===== src/rtl/encoder_pkg.sv =====
// Shared constants and FSM encoding for the event encoder family.
// Latency: none (declarations only).
// Backpressure: not applicable.
package encoder_pkg;

    localparam int IN_WIDTH  = 16;
    localparam int OUT_WIDTH = 4;

    typedef enum logic {
        IDLE = 1'b0,
        HOLD = 1'b1
    } state_e;

    // One-hot mask of a binary index, used to clear the pending bit being loaded.
    function automatic logic [IN_WIDTH-1:0] idx_to_onehot(input logic [OUT_WIDTH-1:0] idx);
        logic [IN_WIDTH-1:0] mask;
        mask      = '0;
        mask[idx] = 1'b1;
        return mask;
    endfunction

endpackage


===== src/rtl/priority_encoder_16x4.sv =====
// Combinational lowest-index priority encoder, 16 flags to a 4-bit index.
// Latency: 0 cycles (purely combinational).
// Backpressure: none; output follows input.
//
// Ports:
//   req_i     16-bit flag vector
//   idx_o     index of lowest set flag (0 when nothing is set)
//   any_set_o 1 when at least one flag is set
module priority_encoder_16x4
    import encoder_pkg::*;
(
    input  logic [IN_WIDTH-1:0]  req_i,
    output logic [OUT_WIDTH-1:0] idx_o,
    output logic                 any_set_o
);

    always_comb begin
        idx_o     = '0;
        any_set_o = |req_i;
        // Scan downwards so the last hit written is the lowest set index.
        for (int i = IN_WIDTH - 1; i >= 0; i--) begin
            if (req_i[i]) begin
                idx_o = i[OUT_WIDTH-1:0];
            end
        end
    end

endmodule


===== src/rtl/event_encoder_16x4.sv =====
// Latches 16 event flags into a pending set and serializes them as 4-bit codes, lowest first.
// Latency: req_in at edge k lands in pending at k, code presented on valid_out after edge k+1.
// Backpressure: valid/ready; code held stable while ready_in=0, new events keep accumulating.
//
// Ports:
//   clk, rst      clock and asynchronous active-high reset
//   enable        gates req_in capture (draining continues when low)
//   req_in        event flags, sampled every cycle
//   ready_in      consumer accepts binary_out this cycle
//   binary_out    presented event index
//   valid_out     binary_out holds a valid code
//   pending_out   events captured but not yet presented
//   overflow_out  one-cycle pulse when an event merges into an already pending bit
module event_encoder_16x4
    import encoder_pkg::*;
(
    input  logic                 clk,
    input  logic                 rst,
    input  logic                 enable,
    input  logic [IN_WIDTH-1:0]  req_in,
    input  logic                 ready_in,
    output logic [OUT_WIDTH-1:0] binary_out,
    output logic                 valid_out,
    output logic [IN_WIDTH-1:0]  pending_out,
    output logic                 overflow_out
);

    state_e               state_q;
    logic [OUT_WIDTH-1:0] bin_q;
    logic                 vld_q;
    logic [IN_WIDTH-1:0]  pend_q;
    logic [IN_WIDTH-1:0]  pend_d;
    logic                 ovf_q;
    logic                 ovf_d;

    logic [OUT_WIDTH-1:0] sel_idx;
    logic                 sel_any;
    logic                 load;
    logic [IN_WIDTH-1:0]  clr;
    logic [IN_WIDTH-1:0]  set;

    // Selection looks only at the registered pending set.
    priority_encoder_16x4 u_prio (
        .req_i     (pend_q),
        .idx_o     (sel_idx),
        .any_set_o (sel_any)
    );

    // The output slot can take a new code when empty or when its code is being accepted.
    assign load = sel_any & ((state_q == IDLE) | ready_in);
    assign clr  = load ? idx_to_onehot(sel_idx) : '0;
    assign set  = req_in & {IN_WIDTH{enable}};

    // Set wins over clear, so a re-request of the bit being loaded stays pending.
    assign pend_d = (pend_q & ~clr) | set;
    // Overflow only for bits that remain pending after this edge's clear.
    assign ovf_d  = |(set & pend_q & ~clr);

    always_ff @(posedge clk or posedge rst) begin
        if (rst) begin
            state_q <= IDLE;
            bin_q   <= '0;
            vld_q   <= 1'b0;
            pend_q  <= '0;
            ovf_q   <= 1'b0;
        end else begin
            pend_q <= pend_d;
            ovf_q  <= ovf_d;
            case (state_q)
                IDLE: begin
                    if (sel_any) begin
                        bin_q   <= sel_idx;
                        vld_q   <= 1'b1;
                        state_q <= HOLD;
                    end
                end
                HOLD: begin
                    if (ready_in) begin
                        if (sel_any) begin
                            bin_q <= sel_idx;
                        end else begin
                            vld_q   <= 1'b0;
                            state_q <= IDLE;
                        end
                    end
                end
                default: begin
                    vld_q   <= 1'b0;
                    state_q <= IDLE;
                end
            endcase
        end
    end

    assign binary_out   = bin_q;
    assign valid_out    = vld_q;
    assign pending_out  = pend_q;
    assign overflow_out = ovf_q;

endmodule


===== config.mk =====
export PLATFORM = sky130hd
export DESIGN_NAME = event_encoder_16x4
export DESIGN_NICKNAME = d
export VERILOG_FILES = /design/src/rtl/encoder_pkg.sv /design/src/rtl/priority_encoder_16x4.sv /design/src/rtl/event_encoder_16x4.sv
export SDC_FILE = /design/constraint.sdc
export NUM_CORES = 1
export LEC_CHECK = 0
export CAP_MARGIN = 20
export CORE_MARGIN = 4
export CORE_UTILIZATION = 49
export DETAILED_ROUTE_END_ITERATION = 16
export GPL_TIMING_DRIVEN = 1
export PLACE_DENSITY = 0.84
export SYNTH_ARGS = -nofsm -noshare
export SYNTH_HDL_FRONTEND = slang
export SYNTH_SLANG_ARGS = --single-unit

===== constraint.sdc =====
create_clock -name clk -period 3.65 [get_ports clk]
set_input_delay 0.5475 -clock clk [delete_from_list [all_inputs] [get_ports clk]]
set_output_delay 0.5475 -clock clk [all_outputs]
set_load 0.1 [all_outputs]

* Yosys cells after proc, flatten, opt, wreduce, memory -nomap -nowiden
Cells that the tools add are included.
** Operators by class
- Equality and inequality tests :: 3
- Multiplexer cells :: 29
- Order comparisons :: 2
- Reductions and logical operators :: 4
- Bitwise gates (word level) :: 9
** Operator list (count)
- $mux 4 :: 18
- $and 16x16->16 :: 4
- $reduce_or 16->1 :: 2
- $mux 16 :: 1
- $not 16->16 :: 1
- $or 16x16->16 :: 1
- $pmux 4 s2 :: 1
- $mux 1 :: 6
- $ne 2x2->1 const B :: 3
- $lt 4x5->1 const B :: 1
- $demux 1 s4 :: 1
- $ge 4x1->1 const B :: 1
- $pmux 1 s2 :: 2
- $reduce_and 3->1 :: 1
- $and 1x1->1 :: 1
- $logic_and 1x1->1 :: 1
- $not 1->1 :: 1
- $or 1x1->1 :: 1
** Word-level totals
- Flip-flop bits (word level) :: 23
- Output and inout port bits :: 22
- Logic and storage cells :: 52

* Depth between registers and ports, before layout
- Word-level depth :: 24
- Gate-level depth with buffers :: 7
- Depth with buffers taken out :: 7

* Hierarchy
Synthesis repeated with hierarchy kept, for this count alone.
** Unflattened totals
- Cell total of the unflattened synthesis :: 172
- Area total of the unflattened synthesis :: 1396.3 sq um
** Modules (own cells, without submodules)
- event_encoder_16x4 :: cells an instance 138, seq. area each 575.6 sq um, times used 1, area each 1219.9 sq um
- priority_encoder_16x4 :: cells an instance 34, seq. area each 0.0 sq um, times used 1, area each 176.4 sq um

* Least setup slack after synthesis
Ideal clock, no wire load.
- Path kind :: flip-flop to flip-flop
- Start point :: register pend_q[4] (netlist: pending_out[4])
- End point :: register ovf_q (netlist: overflow_out)
- Clock period less this slack :: 2.765 ns
- Library setup time :: 0.144 ns
- Slack :: 0.885 ns
- Required time :: 3.506 ns
- Arrival :: 2.621 ns
- Stages on the path, launching flop included :: 8
- Path through :: dfrtp_1 or4_4 nor3_4 nand3b_2 o311ai_1 o211ai_1 a311oi_1 a41oi_1
** Between the ends
- Cells in the longest elaborated chain, start to end :: 13
- Elaborated cells on any way between the ends :: 17
** RTL lines
- from (decl) :: line event_encoder_16x4.sv:31 : logic [IN_WIDTH-1:0] pend_q;
- from (signal assigned) :: line event_encoder_16x4.sv:67 : pend_q <= pend_d;
- $mux 4 (5 in series) :: line priority_encoder_16x4.sv:22 : if (req_i[i]) begin
- $lt 4x5->1 (not written as such) or $ge 4x1->1 (tied branches) :: line encoder_pkg.sv:18 : mask[idx] = 1'b1;
- $logic_and 1x1->1 (not written as such) :: line encoder_pkg.sv:18
- $mux 1 (not written as such) :: line encoder_pkg.sv:18
- $demux 1 s4 :: line encoder_pkg.sv:18
- $mux 16 :: line event_encoder_16x4.sv:51 : assign clr = load ? idx_to_onehot(sel_idx) : '0;
- $not 16->16 :: line event_encoder_16x4.sv:57 : assign ovf_d = |(set & pend_q & ~clr);
- $and 16x16->16 * :: line event_encoder_16x4.sv:57
- $reduce_or 16->1 * :: line event_encoder_16x4.sv:57
- net ovf_d :: line event_encoder_16x4.sv:34 : logic ovf_d;
- to (signal assigned) :: line event_encoder_16x4.sv:68 : ovf_q <= ovf_d;
- to (decl) :: line event_encoder_16x4.sv:33 : logic ovf_q;
Mark *: on every way through the listed nets, which the timed path passes. The rest lies on a longest branch.
A chain may end at the register's enable or synchronous reset.

* Worst setup path after layout
- Start point :: register pend_q[4] (netlist: pending_out[4])
- End point :: output port pending_out[4]
** RTL lines
- to (decl) :: line event_encoder_16x4.sv:24 : output logic [IN_WIDTH-1:0] pending_out,
No word-level cell between the ends.

==> results.toml <==
[power]
p_leak_nw = 0.701
powerDensity_mw_per_mm2 = 350
ir_drop_v = 0.000310
combPwrFrac_pct = 35.3
intPower_uw = 377
swShare_pct = 40.3
power.switching_uw = 255
p_seq_share_pct = 45.2
clkPwrFrac_pct = 19.5

[placed_design]
dp_slack_ns = 0.851
dp_hpwl_um = 2970
port_buffers = 41
gp_congestion = 0.965

[die]
die_area_mm2 = 0.00364
die_w_um = 60.3
die_h_um = 60.3
core-area_mm2 = 0.00254
fp-row-count = 18
pin_count = 42
start_util_pct = 52.7

[critical_path]
worstPathRequired_ns = 3.10
cp_num_buf_inv = 1
r2r_end = "overflow_out"
ff2ff_path_depth = 7
crit_fanout = 8
cp_num_cells = 1
worst-endpoint-arrival_ns = 2.08
crit_start = "pending_out[4]"
cp_slowest_cell = "clkdlybuf4s50_1"
end_kind = "output port"
start_kind = "flip-flop"
r2r-start = "pending_out[4]"
crit_family = "buffers and inverters"
r2r_slack_ns = 1.08
worst_path_largest_cell_delay_ns = 1.20
critPathKind = "flip-flop to output port"
crit_path_cell_trace = "clkdlybuf4s50_1"
setup.worst_path.end = "pending_out[4]"

[sta]
worst_pin_slew_ns = 1.00
min_period_ns = 2.63
setup_viol_count_final = 0
timing.fmax_mhz = 381
min_period_over_period_pct = 72.0
holdWs_ns = 0.489
slew_headroom_pct = 33.0
worst_slack_ns = 1.02
setup_tns_ns = 0
maxSlewViolCount = 0
finalHoldViolCount = 0
skew_ns = 0.00412
rsz0062_at_grt = "no"

[synth]
synthAdderAreaFrac_pct = 0
synth_top_family_by_area = "compound AO/OA/AOI/OAI gates"
yosys.area.top_type = "dfrtp_1"
synth_ff_type = "dfrtp_1"
synthSimpleGateAreaFrac_pct = 23.4
seq_area_frac_synth_pct = 43.0
yosysWarnings = 0
synth.cell_area_mm2 = 0.00134
synth_edf_count = 0
synth.avg_cell_area_um2 = 8.99
async_reset_ff_share_pct = 100
synth_xor_area_share_pct = 0
yosys-top-cells-area = "dfrtp_1, nand2_1, a22o_1, o31ai_1, a21oi_1"
syn-num-nets = 169
syn_inst = 149
synth-compound-area-share_pct = 28.9
ys_ff_latch = 23
ys_types = 38
netlist.area_leader.share_pct = 43.0
synthMuxAreaShare_pct = 1.68

[route]
avgRoutedWirePerCell_um = 17.3
avgViaCountPerCell = 6.07
ant_nets = 0
first_iter_violations = 62
num_vias = 1348
first_pass_iters = 4
wirelength_um = 3840
route.detailed.drc = 0

[clock_tree]
numCtsBuffers = 3
clk_pin_slew_ns = 0.13
cts.hold.buffers_added = 0
htreeDepth = 1
cts_tree = "yes"
ctsResizeCount = 0
cts_sinks = 23
clock_latency_ns = 0.32
clk_path_buf_depth = 2
post_cts_buffers = 0
root_buffer = "clkbuf_4"

[finish]
synthToLayoutAreaGrowth_pct = 34.8
n_antenna_cell = 0
drive_above_1_share_pct = 6.77
nets = 213
nFillCells = 201
most-common-layout-cells = "clkdlybuf4s50_1, dfrtp_1, nand2_1"
final_common_cell = "clkdlybuf4s50_1"

[global_route]
grt_pass1_wl_um = 6450
grt_overflow_total = 0
grt_use_total_pct = 24.0
grt_pass1_vias = 1308
antenna_found_initial = 0
grt_max_degree = 24

[hold_path]
hp-class = "flip-flop to flip-flop"

[status]
outcome = "complete, no violations"

[flow_run]
cap_violations = 0
==> state kept, by name (all words and copies together) (netlist names) <==
signal        count
binary_out        4
overflow_out      1
pending_out      16
state_q           1
valid_out         1
==> metal layers <==
layer  share of wire, %  vias to the layer above  track usage (%)
met2                 45                       57             35.8
met1                 47                      634             35.1
li1                   -                      649                -
met3                6.6                        8             3.46
met5                  0                        -                0
met4                1.9                        0             8.23
==> Yosys cell counts (2+ instances only) <==
library cell and count:
nor3_1 3, a21oi_1 9, nor4_1 5, dfrtp_1 23, a22o_1 8, nand2b_1 2, nand2_1 20, a31oi_1 5
o211ai_1 4, inv_1 9, a21o_1 2, o31ai_1 7, mux2_2 2, nand3_1 5, or2_2 2, clkbuf_1 2
and2_1 2, a221oi_1 2, nor2_1 12, o21ai_0 7
==> power groups by stage <==
| stage | Combinational, mW | Sequential [mW] | Clock, mW |
|---|---|---|---|
| floorplan | 0.0598 | 0.383 | 0 |
| global placement | 0.222 | 0.289 | 0 |
| detailed placement | 0.223 | 0.290 | 0 |
| CTS | 0.224 | 0.285 | 0.128 |
| global route | 0.237 | 0.288 | 0.133 |
| finish | 0.223 | 0.286 | 0.123 |
==> worst min-delay path by stage <==
stage	endpoint	cells after the start	start	slack, ns
2_1_floorplan	valid_out	1	state_q	0.44
3_3_place_gp	valid_out	1	state_q	0.45
3_5_place_dp	valid_out	1	state_q	0.47
4_1_cts	valid_out	1	state_q	0.49
5_1_grt	valid_out	1	state_q	0.50
6_report	valid_out	1	state_q	0.49
==> metrics by stage <==
step                power (mW)  cells  utilization [%]  instance area [um2]
finish                   0.632    222             71.0                 1810
global route             0.658    222             71.0                 1810
CTS                      0.636    222             71.0                 1810
detailed placement       0.513    218             70.0                 1780
global placement         0.511    218             70.0                 1780
floorplan                0.442    149                -                 1340
==> cells by family after synthesis <==
family	after synthesis
DFF	23
AOI/OAI and AO/OA	53
and+or+nand+nor	60
muxes	2
buffers and inverters	11
==> area by class of cell <==
cell class | instances | area, um2 | area share (%)
Timing Repair Buffer | 41 | 410 | 22.7
Sequential cell | 23 | 576 | 31.9
Multi-Input combinational cell | 115 | 723 | 40.0
Inverter | 9 | 33.8 | 1.87
Clock buffer | 4 | 26.3 | 1.45
Tap cell | 30 | 37.5 | 2.08
No activity file was read; power rests on OpenSTA's default activity.
